`src/rtl/pe_link_tx.sv`:
```
// Credit-flow flit transmitter: FIFO-buffers producer words and frames them onto a 130-bit mesh link.
// Optional stall statistics counter enabled by defining PE_LINK_TX_STATS_EN.
`default_nettype none

module pe_link_tx #(
   parameter int LINK_WIDTH     = 130,
   parameter int DATA_WIDTH     = 128,
   parameter int FIFO_ADDR_BITS = 4,
   parameter int CREDIT_INIT    = 8,
   parameter int CREDIT_BITS    = 4
) (
   input  logic                  clk,
   input  logic                  reset,
   input  logic                  ap_start,
   input  logic [DATA_WIDTH-1:0] s_data,
   input  logic                  s_last,
   input  logic                  s_valid,
   output logic                  s_ready,
   input  logic                  credit_in,
   output logic [LINK_WIDTH-1:0] out_link,
   output logic                  busy,
   output logic [15:0]           pkt_count,
   output logic                  credit_err,
   output logic [31:0]           stall_cycles
);

   localparam int AW = FIFO_ADDR_BITS;
   localparam logic [CREDIT_BITS-1:0] C_INIT = CREDIT_BITS'(CREDIT_INIT);

   typedef enum logic {S_IDLE, S_SEND} state_t;

   logic [DATA_WIDTH:0]   mem_q [2**AW];
   logic [AW:0]           wr_ptr_q, wr_vis_q, rd_ptr_q;
   state_t                state_q, state_d;
   logic [CREDIT_BITS-1:0] credit_q, credit_d;
   logic                  err_q, err_d;
   logic [15:0]           pkt_q, pkt_d;
   logic [LINK_WIDTH-1:0] link_q, link_d;
   logic                  push, send, avail, has_credit, full;
   logic [DATA_WIDTH:0]   head;

   // Extra wrap bit distinguishes full from empty; writes become readable one cycle
   // later through wr_vis_q, which gives the two-edge fill-to-link latency.
   assign full       = (wr_ptr_q[AW] != rd_ptr_q[AW]) && (wr_ptr_q[AW-1:0] == rd_ptr_q[AW-1:0]);
   assign avail      = (wr_vis_q != rd_ptr_q);
   assign s_ready    = !full;
   assign push       = s_valid && !full;
   assign has_credit = (credit_q != '0);
   assign head       = mem_q[rd_ptr_q[AW-1:0]];

   always_ff @(posedge clk) begin
      if (push) mem_q[wr_ptr_q[AW-1:0]] <= {s_last, s_data};
   end

   always_comb begin
      state_d = state_q;
      send    = 1'b0;
      case (state_q)
         S_IDLE: if (ap_start && avail && has_credit) begin
            send    = 1'b1;
            state_d = head[DATA_WIDTH] ? S_IDLE : S_SEND;
         end
         S_SEND: if (avail && has_credit) begin
            send = 1'b1;
            if (head[DATA_WIDTH]) state_d = S_IDLE;
         end
         default: state_d = S_IDLE;
      endcase
      pkt_d  = (send && head[DATA_WIDTH]) ? pkt_q + 16'd1 : pkt_q;
      link_d = send ? {1'b1, head} : '0;
   end

   // Simultaneous send and return cancel; a return at full credit is an overflow.
   always_comb begin
      credit_d = credit_q;
      err_d    = err_q;
      if (send && !credit_in) begin
         credit_d = credit_q - 1'b1;
      end else if (!send && credit_in) begin
         if (credit_q == C_INIT) err_d = 1'b1;
         else                    credit_d = credit_q + 1'b1;
      end
   end

   always_ff @(posedge clk) begin
      if (reset) begin
         wr_ptr_q <= '0;
         wr_vis_q <= '0;
         rd_ptr_q <= '0;
         state_q  <= S_IDLE;
         credit_q <= C_INIT;
         err_q    <= 1'b0;
         pkt_q    <= '0;
         link_q   <= '0;
      end else begin
         wr_ptr_q <= wr_ptr_q + {{AW{1'b0}}, push};
         wr_vis_q <= wr_ptr_q;
         rd_ptr_q <= rd_ptr_q + {{AW{1'b0}}, send};
         state_q  <= state_d;
         credit_q <= credit_d;
         err_q    <= err_d;
         pkt_q    <= pkt_d;
         link_q   <= link_d;
      end
   end

   assign out_link   = link_q;
   assign busy       = (state_q == S_SEND);
   assign pkt_count  = pkt_q;
   assign credit_err = err_q;

`ifdef PE_LINK_TX_STATS_EN
   logic [31:0] stall_q;
   always_ff @(posedge clk) begin
      if (reset)
         stall_q <= '0;
      else if (state_q == S_SEND && avail && !has_credit && stall_q != 32'hFFFF_FFFF)
         stall_q <= stall_q + 32'd1;
   end
   assign stall_cycles = stall_q;
`else
   assign stall_cycles = 32'd0;
`endif

endmodule

`default_nettype wire

```
`config.mk`:
```
export PLATFORM = sky130hd
export DESIGN_NAME = pe_link_tx
export DESIGN_NICKNAME = d
export VERILOG_FILES = /design/src/rtl/pe_link_tx.sv
export SDC_FILE = /design/constraint.sdc
export NUM_CORES = 2
export LEC_CHECK = 0
export BUFFER_PORTS_ARGS = -buffer_cell sky130_fd_sc_hd__clkbuf_2
export CAP_MARGIN = 20
export CELL_PAD_IN_SITES_DETAIL_PLACEMENT = 2
export CELL_PAD_IN_SITES_GLOBAL_PLACEMENT = 2
export CORE_MARGIN = 4
export CORE_UTILIZATION = 45
export DETAILED_ROUTE_END_ITERATION = 16
export GPL_ROUTABILITY_DRIVEN = 0
export PLACE_DENSITY = 0.83
export SYNTH_ARGS = -nofsm -noshare
export SYNTH_HDL_FRONTEND = slang
export SYNTH_SLANG_ARGS = --single-unit
```
`constraint.sdc`:
```
create_clock -name clk -period 12.49 [get_ports clk]
set_input_delay 2.498 -clock clk [delete_from_list [all_inputs] [get_ports clk]]
set_output_delay 2.498 -clock clk [all_outputs]
set_load 0.01 [all_outputs]
```
# [Yosys cells after proc, flatten, opt, wreduce, memory -nomap -nowiden]
# Memory sizes are Yosys's and may differ from the RTL's. A register that Yosys moved wholly into a read port is not among the register bits.
# Cells that the tools add are included.
[totals] mem_bits_rw=2064 elab_cells=53 regBits=167 out_inout_bits=181 n_memories=1
[memory_table] memory="mem_q" depth=16 word_bits=129 read_ports=1 rd_ports_with_merged_regs=1 write_ports=1 line="32" source="logic [DATA_WIDTH:0] mem_q [2**AW];"
[op_classes] bitwise=3 eq_ne=5 addsub=5 reduce_logical=16 mux=14
[ops] op="130-bit 2-to-1 mux" n=1
[ops] op="16-bit by 1-bit adder with 16-bit output (second input constant)" n=1
[ops] op="4-bit 2-to-1 mux" n=4
[ops] op="5-bit by 1-bit adder with 5-bit output" n=2
[ops] op="1-bit logical AND" n=8
[ops] op="1-bit 2-to-1 mux" n=7
[ops] op="5-bit != test" n=1
[ops] op="4-bit by 1-bit adder with 4-bit output (second input constant)" n=1
[ops] op="4-bit equality test" n=1
[ops] op="4-bit equality test (second input constant)" n=1
[ops] op="1-bit case mux with 2 select lines" n=2
[ops] op="4-bit nonzero test" n=1
[ops] op="4-bit by 1-bit subtractor with 4-bit output (second input constant)" n=1
[ops] op="1-bit zero test" n=3
[ops] op="1-bit NOT" n=3
[ops] op="3-bit AND reduction" n=1
[ops] op="2-bit != test (second input constant)" n=1
[ops] op="2-bit AND reduction" n=1
[ops] op="2-bit nonzero test" n=1
[ops] op="2-bit OR reduction" n=1
[ops] op="1-bit != test" n=1

# [Depth between registers and ports, before layout]
[logic_depth] ltp_word=9 ltp_mapped=16 depth_no_buf=12

# [Worst setup path before layout]
# Ideal clock, no wire load.
[synth_path] path_type="in2reg" start="input s_valid" end="memory mem_q[0][0] (netlist name) (enable)" cell_stages=4 setup_slack_ns=-0.162 arrival_time_ns=11.877 setup_ns=0.775 required_time_ns=11.715 cell_sequence="inv_1 a31oi_2 or3b_1 nor3_1"
[synth_between] elab_chain_cells=3
[synth_rtl] item="from (decl)" line="17" source="input logic s_valid,"
[synth_rtl] item="1-bit logical AND" line="47" source="assign push = s_valid && !full;"
[synth_rtl] item="1-bit 2-to-1 mux" line="52" source="if (push) mem_q[wr_ptr_q[AW-1:0]] <= {s_last, s_data};"
[synth_rtl] item="1-bit 2-to-1 mux (not written as such)" line="52"
[synth_rtl] item="to (decl)" line="32"
# Every way passes these cells.

# [Worst setup path in the final report]
[layout_path] start="input s_valid" end="memory mem_q[13][125] (netlist name) (enable)"
# The elaborated chain is that of the path after synthesis.

==> qor.csv <==
metric,value,unit
CP max stage delay,1000,ps
reg2reg start,rd_ptr_q[2]$_SDFF_PP0_,
CP max FO,38,
Simple-Gate Fraction of Synth Area,1.61,%
final setup TNS,0,ps
final instance area,0.0950,mm^2
Main synth FF type,edfxtp_1,
remaining antenna violation count,0,
Final Hold Vio Count,0,
# rows,157,
first-pass GRT wire length,370,mm
minimum clock period,5740,ps
largest family of logic cells by synthesized area,multiplexers,
syn avg cell area,24.4,um^2
vias in the first global route,43461,
Final Max Slew Viols,0,
period utilisation layout,46.0,%
Setup crit start,s_valid,
Pre-antenna DRT Iters,5,
unrepaired setup endpoints after global routing,false,
CP Capture Type,register,
IO Pins,315,
Cells after Synth,3398,
CTS buffer count,227,
DRT Wirelength,265,mm
Worst Clk Skew,52.6,ps
share of the synthesized area in the top cell type,74.6,%
initial antenna violation count,41,
flop2flop setup slack,7140,ps
Starting Density,45.3,%
pre-CTS WS,5820,ps
final worst slack,6750,ps
status,completed,
CP Data Required Time,12960,ps
Worst path most repeated cell,buf_4,
Global Route Usage Sum,27.5,%
Clock transition at path regs,60,ps
Clock Sink Count,2231,
CORE AREA,0.183,mm^2
Area after DPL,0.0872,mm^2
Synth Cell Area,0.0831,mm^2
Worst Hold End,pkt_count[15]$_SDFFE_PP0P_,
DPL Wire Length,146,mm
Synth Register Bits,2231,
via count,39763,
gr ovfl total,0,
Hold WS,504,ps
Die Wd,438,um
reg-to-reg endpoint,mem_q[13][125]$_DFFE_PP_,
area grow syn2layout,14.4,%
"Clk Latency, worst-skew pair",880,ps
Worst Hold Depth,2,
post-synthesis sequential area ratio,78.6,%
most common cell in the netlist,edfxtp_1,
worst r2r path cells,7,
CP Launch Type,input port,
Yosys cell types,42,
Clock Tree Root,clkbuf_16,
deepest clock path buffer count,3,
DR iter-0 viols,4617,
DR WL/cell,40.7,um
compound-cell area share of the yosys netlist,0.357,%
largest cells by area after synthesis,"edfxtp_1, mux4_2, dfxtp_1",
critical path's slowest cell,nor2_4,
Worst Min Path Start,pkt_count[15]$_SDFFE_PP0P_,
VDD IR max,0.128,mV
crit path kind,input port to register,
Worst Tran Pin Value,1190,ps
PwrDens,182,mW/mm^2
postcts setup bufs,0,
Port Buffer Count,282,
Post-synth EDFFs,2064,
CP cell instances,clkbuf_2 > inv_1 > a31oi_2 > nand3_1 > nor2_4 > buf_4 > buf_4,
max_cap viols,0,
die area,0.192,mm^2
share of post-route cells with drive strength above 1,34.2,%
Leak Pwr,0.0298,uW
fin nets,3956,
Max Freq,174,MHz
# resized after CTS,0,
slew margin rel.,21.0,%
ys async rst share,0,%
mux share of post-synthesis cell area,17.5,%
# setup viols final,0,
DRC viols,0,
Die Height,438,um
CTS Hold Bufs,0,
Hold Path Class,register to register,
synth warn,0,
Post-synth top cells,"edfxtp_1, mux4_2, dfxtp_1",
CP arrival,6210,ps
largest net degree at the start of global routing,105,
post-synthesis adder-cell area fraction,0.136,%
via/cell ratio,6.11,
CTS H-tree depth,4,
Fill cells,15408,
CTS tree,built,
"area leader, netlist",edfxtp_1,
Post-Synth XOR/XNOR Area,0.221,%
[per-stage QoR]
step / utilization, % / instances / total power [uW]
after floorplan: - / 3429 / 9840
after global placement: 47.5 / 6041 / 10300
after detailed placement: 47.6 / 6043 / 10400
after CTS: 51.7 / 6472 / 17500
after global routing: 51.8 / 6503 / 17900
final: 51.8 / 6510 / 17300
[worst max-delay path, delay by kind of cell]
family | cells | cell delay, ps
simple gates | 2 | 1410
compound gates | 1 | 430
buf+inv | 4 | 1770
[worst max path at each step]
stage          slack (ps)                       end  depth (start not counted)
2_1_floorplan          80    mem_q[12][0]$_DFFE_PP_                          4
3_3_place_gp         6120    mem_q[7][69]$_DFFE_PP_                          7
3_5_place_dp         5820   mem_q[13][32]$_DFFE_PP_                          7
4_1_cts              6780  mem_q[13][125]$_DFFE_PP_                          7
5_1_grt              6730  mem_q[13][125]$_DFFE_PP_                          7
6_report             6750  mem_q[13][125]$_DFFE_PP_                          7
[per-layer routing]
metal / vias up / wire [um] / GRT usage [%]
met5: - / 53 / 0
met4: 6 / 11200 / 10.7
met3: 465 / 14100 / 4.05
met2: 1950 / 145000 / 50.3
met1: 22074 / 94400 / 32.9
li1: 15268 / - / -
[cell type report]
| class | count | area, um^2 | share of cell area (%) |
|---|---|---|---|
| inverter | 7 | 33.8 | 0.0356 |
| tap | 2464 | 3080 | 3.24 |
| sequential | 2231 | 65300 | 68.8 |
| clock inverter | 118 | 1250 | 1.32 |
| antenna | 33 | 82.6 | 0.0869 |
| multi-input combinational | 984 | 16700 | 17.6 |
| timing repair buffer | 362 | 2160 | 2.28 |
| clock buffer | 311 | 6360 | 6.69 |
[cells in the final DEF, fill, tap and decap left out, types with 18 or more instances in the layout]
cell and instances:
a21oi_1 18, diode_2 33, edfxtp_1 2064, clkbuf_2 282, clkinv_2 37, buf_4 71
and2_1 130, clkinv_1 36, dfxtp_1 164, conb_1 32, bufinv_16 20, clkbuf_8 30
clkbuf_16 230, mux4_2 644, clkbuf_1 51
[flip-flops by register name, indices dropped and copies added, names as in the netlist]
| register | count |
|---|---|
| busy | 1 |
| credit_err | 1 |
| credit_q | 4 |
| mem_q | 2064 |
| out_link | 130 |
| pkt_count | 16 |
| rd_ptr_q | 5 |
| wr_ptr_q | 5 |
| wr_vis_q | 5 |
[cell families (layout without fill, tap and decap cells)]
logic type      after synthesis  count (layout)
buf+inv                     214             798
flops                      2231            2231
mux                         647             647
fa+ha+maj                     9               9
other cells                   1              65
xor+xnor                     21              21
compound gates               47              47
simple gates                228             228
[where the power goes]
part | switching, uW | internal (uW)
sequential | 104 | 8290
combinational | 946 | 884
clock | 3120 | 3990
No activity file was read; power rests on OpenSTA's default activity.
